<file path="config.mk">
export PLATFORM = sky130hd
export DESIGN_NAME = mem_access_unit
export DESIGN_NICKNAME = d
export VERILOG_FILES = /design/src/rtl/mem_pkg.sv /design/src/rtl/load_align_ext.sv /design/src/rtl/mem_access_unit.sv
export SDC_FILE = /design/constraint.sdc
export NUM_CORES = 1
export LEC_CHECK = 0
export ABC_CLOCK_PERIOD_IN_PS = 1600
export CAP_MARGIN = 20
export CORE_MARGIN = 2
export CORE_UTILIZATION = 40
export DETAILED_ROUTE_END_ITERATION = 8
export HOLD_SLACK_MARGIN = 0.1
export PLACE_DENSITY_LB_ADDON = 0.25
export SYNTH_ARGS = -nofsm -noshare
export SYNTH_HDL_FRONTEND = slang
export SYNTH_SLANG_ARGS = --single-unit
</file>
<file path="constraint.sdc">
create_clock -name CLK -period 1.6 [get_ports CLK]
set_input_delay 0.16 -clock CLK [delete_from_list [all_inputs] [get_ports CLK]]
set_output_delay 0.16 -clock CLK [all_outputs]
set_load 0.01 [all_outputs]
</file>
<file path="src/rtl/mem_pkg.sv">
// mem_pkg: shared definitions for the MEM stage.
//   - funct3 encodings for loads/stores
//   - memory FSM state enum
//   - bit index of is_store inside the {is_store, funct3} code
//   - helpers for operation legality and store lane generation
package mem_pkg;

    localparam logic [2:0] F3_B  = 3'b000;
    localparam logic [2:0] F3_H  = 3'b001;
    localparam logic [2:0] F3_W  = 3'b010;
    localparam logic [2:0] F3_BU = 3'b100;
    localparam logic [2:0] F3_HU = 3'b101;

    localparam int IS_STORE_BIT = 3;

    typedef enum logic [1:0] {
        S_IDLE = 2'd0,
        S_BUSY = 2'd1,
        S_DONE = 2'd2
    } state_e;

    // Stores only exist in B/H/W widths; loads add the unsigned variants.
    function automatic logic is_legal_op(input logic [3:0] rw);
        logic [2:0] f3;
        f3 = rw[2:0];
        if (rw[IS_STORE_BIT]) begin
            is_legal_op = (f3 == F3_B) || (f3 == F3_H) || (f3 == F3_W);
        end else begin
            is_legal_op = (f3 == F3_B) || (f3 == F3_H) || (f3 == F3_W) ||
                          (f3 == F3_BU) || (f3 == F3_HU);
        end
    endfunction

    function automatic logic [3:0] store_be(input logic [2:0] f3, input logic [1:0] off);
        case (f3)
            F3_B:    store_be = 4'b0001 << off;
            F3_H:    store_be = off[1] ? 4'b1100 : 4'b0011;
            default: store_be = 4'b1111;
        endcase
    endfunction

    // Data is replicated across lanes so the byte enables alone select the target.
    function automatic logic [31:0] store_wdata(input logic [2:0] f3, input logic [31:0] d);
        case (f3)
            F3_B:    store_wdata = {4{d[7:0]}};
            F3_H:    store_wdata = {2{d[15:0]}};
            default: store_wdata = d;
        endcase
    endfunction

endpackage

</file>
<file path="src/rtl/load_align_ext.sv">
// load_align_ext: combinational load lane extraction and extension.
//   rdata    in  32  raw word from the data bus
//   offset   in  2   byte offset of the access within the word
//   funct3   in  3   load width/signedness
//   ext_data out 32  aligned, sign/zero-extended result
module load_align_ext
    import mem_pkg::*;
(
    input  logic [31:0] rdata,
    input  logic [1:0]  offset,
    input  logic [2:0]  funct3,
    output logic [31:0] ext_data
);

    logic [31:0] shifted;

    always_comb begin
        shifted = rdata >> {offset, 3'b000};
        case (funct3)
            F3_B:    ext_data = {{24{shifted[7]}}, shifted[7:0]};
            F3_BU:   ext_data = {24'd0, shifted[7:0]};
            F3_H:    ext_data = {{16{shifted[15]}}, shifted[15:0]};
            F3_HU:   ext_data = {16'd0, shifted[15:0]};
            default: ext_data = rdata;
        endcase
    end

endmodule

</file>
<file path="src/rtl/mem_access_unit.sv">
// mem_access_unit: MEM stage of the RV32I pipeline.
//   Inputs : IN_DATAMEMSEL, IN_READ_WRITE {is_store,funct3}, IN_ALU_RESULT, IN_DATA2,
//            MEM_RDATA, MEM_ACK
//   Bus    : MEM_REQ, MEM_WE, MEM_ADDR (word aligned), MEM_BE, MEM_WDATA (registered)
//   Pipe   : STALL (combinational), LOAD_DATA, LOAD_VALID, MISALIGNED, BUS_ERROR
//   Debug  : DBG_STATE exposes the FSM state.
// Handshake: MEM_REQ rises when an access launches and stays high with all bus
// outputs stable until the cycle MEM_ACK is sampled high (or the timeout fires);
// MEM_ACK is a single-cycle pulse and is ignored outside BUSY.
module mem_access_unit
    import mem_pkg::*;
#(
    parameter int TIMEOUT_CYCLES = 16,
    parameter int ADDR_W         = 32
) (
    input  logic              CLK,
    input  logic              RST_N,
    input  logic              IN_DATAMEMSEL,
    input  logic [3:0]        IN_READ_WRITE,
    input  logic [31:0]       IN_ALU_RESULT,
    input  logic [31:0]       IN_DATA2,
    output logic              MEM_REQ,
    output logic              MEM_WE,
    output logic [ADDR_W-1:0] MEM_ADDR,
    output logic [3:0]        MEM_BE,
    output logic [31:0]       MEM_WDATA,
    input  logic [31:0]       MEM_RDATA,
    input  logic              MEM_ACK,
    output logic              STALL,
    output logic [31:0]       LOAD_DATA,
    output logic              LOAD_VALID,
    output logic              MISALIGNED,
    output logic              BUS_ERROR,
    output state_e            DBG_STATE
);

    state_e            state_q, state_d;
    logic [7:0]        cnt_q, cnt_d;
    logic              req_q, req_d;
    logic              we_q, we_d;
    logic [ADDR_W-1:0] addr_q, addr_d;
    logic [3:0]        be_q, be_d;
    logic [31:0]       wdata_q, wdata_d;
    logic [1:0]        off_q, off_d;
    logic [2:0]        f3_q, f3_d;
    logic [31:0]       load_data_q, load_data_d;
    logic              load_valid_q, load_valid_d;
    logic              bus_error_q, bus_error_d;
    logic              stall_c;
    logic              launch;
    logic [31:0]       ext_data;

    wire [2:0] f3_in    = IN_READ_WRITE[2:0];
    wire       store_in = IN_READ_WRITE[IS_STORE_BIT];
    wire [1:0] off_in   = IN_ALU_RESULT[1:0];

    assign MISALIGNED = IN_DATAMEMSEL &
        ((((f3_in == F3_H) || (f3_in == F3_HU)) & off_in[0]) |
         ((f3_in == F3_W) & (off_in != 2'b00)));

    assign launch = IN_DATAMEMSEL & is_legal_op(IN_READ_WRITE) & ~MISALIGNED;

    // Extraction works from the offset/width captured at launch, not the live inputs.
    load_align_ext u_align (
        .rdata    (MEM_RDATA),
        .offset   (off_q),
        .funct3   (f3_q),
        .ext_data (ext_data)
    );

    always_comb begin
        state_d      = state_q;
        cnt_d        = cnt_q;
        req_d        = req_q;
        we_d         = we_q;
        addr_d       = addr_q;
        be_d         = be_q;
        wdata_d      = wdata_q;
        off_d        = off_q;
        f3_d         = f3_q;
        load_data_d  = load_data_q;
        load_valid_d = 1'b0;
        bus_error_d  = 1'b0;
        stall_c      = 1'b0;
        case (state_q)
            S_IDLE: begin
                if (launch) begin
                    stall_c = 1'b1;
                    state_d = S_BUSY;
                    cnt_d   = 8'd0;
                    req_d   = 1'b1;
                    we_d    = store_in;
                    addr_d  = ADDR_W'({IN_ALU_RESULT[31:2], 2'b00});
                    be_d    = store_in ? store_be(f3_in, off_in) : 4'b1111;
                    wdata_d = store_in ? store_wdata(f3_in, IN_DATA2) : IN_DATA2;
                    off_d   = off_in;
                    f3_d    = f3_in;
                end
            end
            S_BUSY: begin
                stall_c = 1'b1;
                // An ack in the timeout cycle takes priority over the error.
                if (MEM_ACK) begin
                    state_d = S_DONE;
                    cnt_d   = 8'd0;
                    req_d   = 1'b0;
                    we_d    = 1'b0;
                    if (!we_q) begin
                        load_data_d  = ext_data;
                        load_valid_d = 1'b1;
                    end
                end else if (cnt_q == 8'(TIMEOUT_CYCLES - 1)) begin
                    state_d     = S_DONE;
                    cnt_d       = 8'd0;
                    req_d       = 1'b0;
                    we_d        = 1'b0;
                    bus_error_d = 1'b1;
                    load_data_d = 32'd0;
                end else begin
                    cnt_d = cnt_q + 8'd1;
                end
            end
            S_DONE: begin
                // One unstalled cycle lets EX/MEM advance so the op is not relaunched.
                state_d = S_IDLE;
            end
            default: state_d = S_IDLE;
        endcase
    end

    always_ff @(posedge CLK or negedge RST_N) begin
        if (!RST_N) begin
            state_q      <= S_IDLE;
            cnt_q        <= 8'd0;
            req_q        <= 1'b0;
            we_q         <= 1'b0;
            addr_q       <= '0;
            be_q         <= 4'd0;
            wdata_q      <= 32'd0;
            off_q        <= 2'd0;
            f3_q         <= 3'd0;
            load_data_q  <= 32'd0;
            load_valid_q <= 1'b0;
            bus_error_q  <= 1'b0;
        end else begin
            state_q      <= state_d;
            cnt_q        <= cnt_d;
            req_q        <= req_d;
            we_q         <= we_d;
            addr_q       <= addr_d;
            be_q         <= be_d;
            wdata_q      <= wdata_d;
            off_q        <= off_d;
            f3_q         <= f3_d;
            load_data_q  <= load_data_d;
            load_valid_q <= load_valid_d;
            bus_error_q  <= bus_error_d;
        end
    end

    // Gating with RST_N keeps STALL low while reset is held even if a memory op is presented.
    assign STALL      = stall_c & RST_N;
    assign MEM_REQ    = req_q;
    assign MEM_WE     = we_q;
    assign MEM_ADDR   = addr_q;
    assign MEM_BE     = be_q;
    assign MEM_WDATA  = wdata_q;
    assign LOAD_DATA  = load_data_q;
    assign LOAD_VALID = load_valid_q;
    assign BUS_ERROR  = bus_error_q;
    assign DBG_STATE  = state_q;

endmodule
</file>
### Word-level counts from Yosys, hierarchy flattened

Index checks and enable logic that the tools add are counted.

| storage, ports and cells | value |
|---|---|
| register bits after elaboration | 117 |
| bits of input ports | 104 |

| cells by class | value |
|---|---|
| add/sub/neg operators | 1 |
| eq/ne operators | 12 |
| shifts and indexed selects | 2 |
| multiplexer cells | 32 |
| bitwise operators | 8 |
| reduce and logical (&&, ||, !) cells | 16 |

Operators with widths:

| cell | count |
|---|---|
| $mux 32 | 4 |
| $pmux 32 s4 | 1 |
| $pmux 32 s2 | 1 |
| $shr 32x5->16 | 1 |
| $mux 8 | 3 |
| $pmux 8 s2 | 1 |
| $eq 3x3->1 const B | 4 |
| $mux 1 | 12 |
| $add 8x1->8 const B | 1 |
| $eq 8x4->1 const B | 1 |
| $mux 4 | 2 |
| $pmux 4 s2 | 1 |
| $and 1x1->1 | 6 |
| $eq 3x1->1 const B | 2 |
| $logic_not 3->1 | 2 |
| $mux 2 | 3 |
| $pmux 1 s2 | 3 |
| $reduce_and 2->1 | 3 |
| $reduce_and 3->1 | 2 |
| $reduce_bool 2->1 | 3 |
| $logic_or 1x1->1 | 5 |
| $ne 2x2->1 const B | 2 |
| $pmux 2 s2 | 1 |
| $shl 1x2->4 const A | 1 |
| other kinds (6) | 6 |

### Depth between registers and ports, before layout

| depth | value |
|---|---|
| depth after elaboration | 11 |
| depth in mapped cells | 8 |
| mapped depth without buffers | 5 |

### By module

Synthesis repeated with hierarchy kept, for this count alone.

| second synthesis, totals | value |
|---|---|
| cells, all modules | 591 |
| area total of the unflattened synthesis | 5650.4 um2 |

Modules (own cells, without submodules):

| module | times used | cells an instance | area an instance (um2) |
|---|---|---|---|
| mem_access_unit | 1 | 480 | 4934.7 |
| load_align_ext | 1 | 111 | 715.7 |

### Least setup slack after synthesis

No wires, ideal clock.

| path | value |
|---|---|
| path kind | register -> register |
| from | register off_q[1] |
| to | register load_data_q[14] (netlist: LOAD_DATA[14]) |
| setup time | 0.124 ns |
| arrival | 1.660 ns |
| required time | 1.476 ns |
| slack | -0.184 ns |
| cell stages (with the launch flop) | 7 |
| buffers on the path | 2 |
| cells stage by stage | dfrtp_1 > buf_4 > buf_2 > mux2_2 > a22o_1 > a22o_1 > a211o_1 |

| between the ends | value |
|---|---|
| cells in the longest elaborated chain, start to end | 4 |

Ends and longest elaborated chain:

| item | line | source |
|---|---|---|
| start, declared | mem_access_unit.sv:44 | `logic [1:0] off_q, off_d;` |
| start signal, assigned | mem_access_unit.sv:140 | `off_q <= 2'd0;` |
| start signal, assigned | mem_access_unit.sv:153 | `off_q <= off_d;` |
| $shr 32x5->16 | load_align_ext.sv:18 | `shifted = rdata >> {offset, 3'b000};` |
| $pmux 32 s4 | load_align_ext.sv:19 | `case (funct3)` |
| $mux 32 | mem_access_unit.sv:108 | `if (!we_q) begin` |
| $mux 32 | mem_access_unit.sv:103 | `if (MEM_ACK) begin` |
| end signal, assigned | mem_access_unit.sv:155 | `load_data_q <= load_data_d;` |
| end, declared | mem_access_unit.sv:46 | `logic [31:0] load_data_q, load_data_d;` |

Every way passes these cells. The select of a mux whose other input is x is not followed.
A chain may end at the register's enable or synchronous reset.

### Worst setup path in the final report

| path | value |
|---|---|
| from | register state_q[0] (netlist: DBG_STATE[0]) |
| to | output port STALL |

| between the ends | value |
|---|---|
| cells in the longest elaborated chain, start to end | 3 |

Ends and longest elaborated chain:

| item | line | source |
|---|---|---|
| start, declared | mem_access_unit.sv:37 | `state_e state_q, state_d;` |
| start signal, assigned | mem_access_unit.sv:146 | `state_q <= state_d;` |
| $eq 2x1->1 / $logic_not 2->1 (equally long branches) | mem_access_unit.sv:85 | `case (state_q)` |
| $pmux 1 s2 * | mem_access_unit.sv:85 |  |
| $and 1x1->1 * | mem_access_unit.sv:162 | `assign STALL = stall_c & RST_N;` |
| end, declared | mem_access_unit.sv:29 | `output logic STALL,` |

Every way passes the cells marked *; elsewhere a longest branch is shown, timed or not.

==> results.sh <==
export IMPL_finClkSkew_ps=8.107
export IMPL_antenna_diode_count=0
export IMPL_place_detailed_instances=887
export IMPL_routed_wire_length_per_instance_um=18.81
export IMPL_grt_pass1_vias=5453
export IMPL_grtUsageMet3_pct=8.132
export IMPL_post_synth_most_frequent_cells="117 x dfrtp_1, 55 x mux2_2, 34 x nand2_1"
export IMPL_gp_congestion=0.8317
export IMPL_start_kind="flop"
export IMPL_tritoncts_num_sinks=117
export IMPL_netlist_instances=465
export IMPL_power_ir_vdd_worst_mv=1.127
export IMPL_finish_cell_count_without_fillers=939
export IMPL_synth_enable_flop_cells=0
export IMPL_final_design_area_no_fill_um2=9425
export IMPL_report_final_slew_viol_count=0
export IMPL_antenna_found_initial=0
export IMPL_critical_path_peak_fanout=3
export IMPL_status="complete, but fails checks"
export IMPL_io_buffer_count=209
export IMPL_cts_htree_levels=4
export IMPL_worst_setup_path_type="reg2out"
export IMPL_root_buffer_master="clkbuf_16"
export IMPL_detail_placement_hpwl_mm=11.70
export IMPL_setup_ws_ps=-288.6
export IMPL_postSynth_asyncResetShare_pct=100.0
export IMPL_first_pass_grt_wire_length_mm=28.05
export IMPL_cp_required_ps=1440
export IMPL_synth_sequential_area_ratio_pct=52.26
export IMPL_ys_ff_latch=117
export IMPL_placedInstanceArea_um2=8428
export IMPL_worst_hold_startpoint="IN_ALU_RESULT[1]"
export IMPL_cp_max_stage_cell="dfrtp_1"
export IMPL_synth_yosys_warnings=0
export IMPL_timing_critical_path_slowest_cell_delay_ps=400
export IMPL_io_pins=212
export IMPL_synth_avg_cell_area_um2=12.05
export IMPL_ys_flop_type="dfrtp_1"
export IMPL_synth_largest_area_cell="dfrtp_1"
export IMPL_launch_point_of_the_worst_reg_to_reg_path="DBG_STATE[0]"
export IMPL_synth_compound_area_share_pct=17.26
export IMPL_route_detailed_vias_per_inst=5.458
export IMPL_final_seq_area_um2=2930
export IMPL_tightest_slew_ps=632.6
export IMPL_hold_path_cell_count=2
export IMPL_crit_chain="buf_6 -> nor2_4 -> nand2_2 -> or3_4 -> a21oi_2 -> buf_2"
export IMPL_finalNetCount=853
export IMPL_global_route_peak_usage_layer="met2"
export IMPL_main_combinational_cell_family_by_area_after_synthesis="compound AO/OA/AOI/OAI gates"
export IMPL_cts_clk_slew_worst_paths_ps=50
export IMPL_tritoncts="built"
export IMPL_overall_die_height_um=122.4
export IMPL_vias=5125
export IMPL_r2r_worst_path_cells=9
export IMPL_num_rows=43
export IMPL_gr_usage_met1_pct=29.33
export IMPL_setup_violations=116
export IMPL_drt_pass1_iter_count=4
export IMPL_worst_skew_pair_late_latency_ps=410
export IMPL_endpoint_class_of_the_critical_path="output pin"
export IMPL_pin_count_of_the_biggest_net_entering_global_routing=118
export IMPL_syn_area_um2=5603
export IMPL_floorplan_die_width_um=122.4
export IMPL_clock_fmax_ghz=0.5295
export IMPL_grt_ovfl_total=0
export IMPL_floorplan_core_area_um2=13770
export IMPL_crit_path_start="DBG_STATE[0]"
export IMPL_detail_route_wirelength_mm=17.67
export IMPL_post_synth_main_area_contributors="dfrtp_1 52%, mux2_2 11%, a221o_1 3.0%, mux2i_1 2.9%, nand2_1 2.3%"
export IMPL_worst_ep_arrival_time_ps=1730
export IMPL_effective_utilization_at_floorplan_pct=40.68
export IMPL_yosys_area_share_simple_pct=9.178
export IMPL_synth_distinct_cells=55
export IMPL_fillers=1033
export IMPL_globalRouteTotalUtil_pct=24.24
export IMPL_hold_viol=0
export IMPL_clock_tree_buffer_depth=2
export IMPL_detail_route_drc_violations=0
export IMPL_grtUsageMet2_pct=40.31
export IMPL_worstHoldPathType="in2reg"
export IMPL_yosys_area_top_type_share_pct=52.26
export IMPL_synth_adder_area_share_pct=0.2233
export IMPL_area_growth_syn_to_layout_pct=68.22
export IMPL_finalWorstPathRequiredPeriod_ps=1889
export IMPL_failed_checks="negative setup slack"
export IMPL_power_total_mw=15.26
export IMPL_fraction_of_final_layout_cells_sized_beyond_drive_strength_1_pct=28.19
export IMPL_postRouteAntennaNets=0
export IMPL_synth_xor_area_share_pct=0.4690
export IMPL_fin_crit_sh_pct=118.0
export IMPL_cts_bufs_inserted=17
export IMPL_leakagePower_nw=4.147
export IMPL_number_of_max_cap_violations=0
export IMPL_detailedRoute_firstIterationViolations=245
export IMPL_multiInputGateArea_um2=2694
export IMPL_maxSlewHeadroom_pct=57.82
export IMPL_power_density_nw_per_um2=1619
export IMPL_floorplan_die_area_um2=14970
export IMPL_synth_most_common_cell="dfrtp_1"
export IMPL_rsz0062_at_grt="true"
export IMPL_yosys_mux_area_fraction_pct=16.12
==> registers in the layout, indices dropped and copies added (netlist names) <==
signal	cells
MEM_WDATA	32
MEM_ADDR	30
cnt_q	8
LOAD_DATA	32
LOAD_VALID	1
MEM_BE	4
f3_q	3
MEM_REQ	1
BUS_ERROR	1
off_q	2
MEM_WE	1
DBG_STATE	2
==> stage by stage <==
stage               TNS (ps)  hold WS, ps  worst slack [ps]  utilization, %
floorplan              -8342       -135.6            -164.0               -
global placement      -60670        329.4            -665.2           61.19
detailed placement    -63530        333.1            -678.6           61.19
CTS                   -19910        300.5            -280.1           68.01
global route          -27600        187.3            -356.1           68.43
finish                -21790        181.2            -288.6           68.43
==> worst max-delay path: cells and delay by family (launching register included) <==
family,cells,cell delay (ps)
and+or+nand+nor,3,500
buffers and inverters,2,270
DFF,1,400
AOI/OAI and AO/OA,1,140
==> routing by layer <==
metal	part of all wire (%)	wire length, µm	vias to the layer above
met3	7.6	1337	29
met2	49	8730	201
met5	0	0	-
met1	41	7189	2570
li1	-	-	2325
met4	2.3	408	0
==> placed cells by master (no fill, tap or decap), drive strengths merged, types with 2 or more instances in the layout <==
cell           netlist  final
nand2b               9      9
mux2                64     64
nor2b                2      2
inv                  5      5
clkdlybuf4s50        0    199
nor2                12     14
and2                 4      4
buf                 27     88
or3b                 2      2
nor3                 4      4
xor2                 2      2
or3                  5      5
or4                  9      9
o22ai                4      4
conb                 1      2
nand3                6      6
a211o                7      7
clkinv               0      6
o21ai               16     16
nand2               34     34
bufbuf               0      3
o2bb2ai             12     12
clkbuf              11     24
o211ai              17     17
dlygate4sd2          0      5
a32o                 2      2
a221o               17     17
a22o                 8      8
dfrtp              117    117
mux2i               16     16
nor3b                2      2
a21oi               16     16
dlymetal6s2s         0      2
a31o                 2      2
o31ai               17     17
==> final timing paths <==
path / end / slack, ps
max: STALL / -290
min: off_q[1] / 180
max reg2reg: MEM_WDATA[20] / -270
min reg2reg: LOAD_DATA[0] / 490
max in group asynchronous: LOAD_DATA[2] / 700
min in group asynchronous: cnt_q[0] / 430
==> power by group <==
group | switching (mW) | internal (mW) | total (mW)
clock | 1.28 | 2.02 | 3.30
combinational | 2.65 | 4.33 | 6.98
sequential | 0.785 | 4.19 | 4.98
==> what timing repair did <==
item	in CTS	in global routing
hold buffers	1	0
resized for setup	46	12
cloned	9	0
endpoints found under the hold margin	117	0
pin swaps	7	14
buffers inserted	11	1
setup endpoints to repair	115	116
==> kinds of logic after synthesis <==
logic type / Yosys count
AOI/OAI and AO/OA: 125
DFF: 117
and+or+nand+nor: 94
muxes: 81
buffers and inverters: 43
xor gates and xnor gates: 3
adders and majority gates: 1
other: 1
==> layout make-up <==
type | count | share of cell area (%)
timing repair buffer | 299 | 32.39
sequential | 117 | 31.09
multi-input combinational | 308 | 28.58
clock buffer | 24 | 5.005
tap | 180 | 2.389
clock inverter | 6 | 0.3186
inverter | 5 | 0.2257
(Power assumes the default switching activity.)
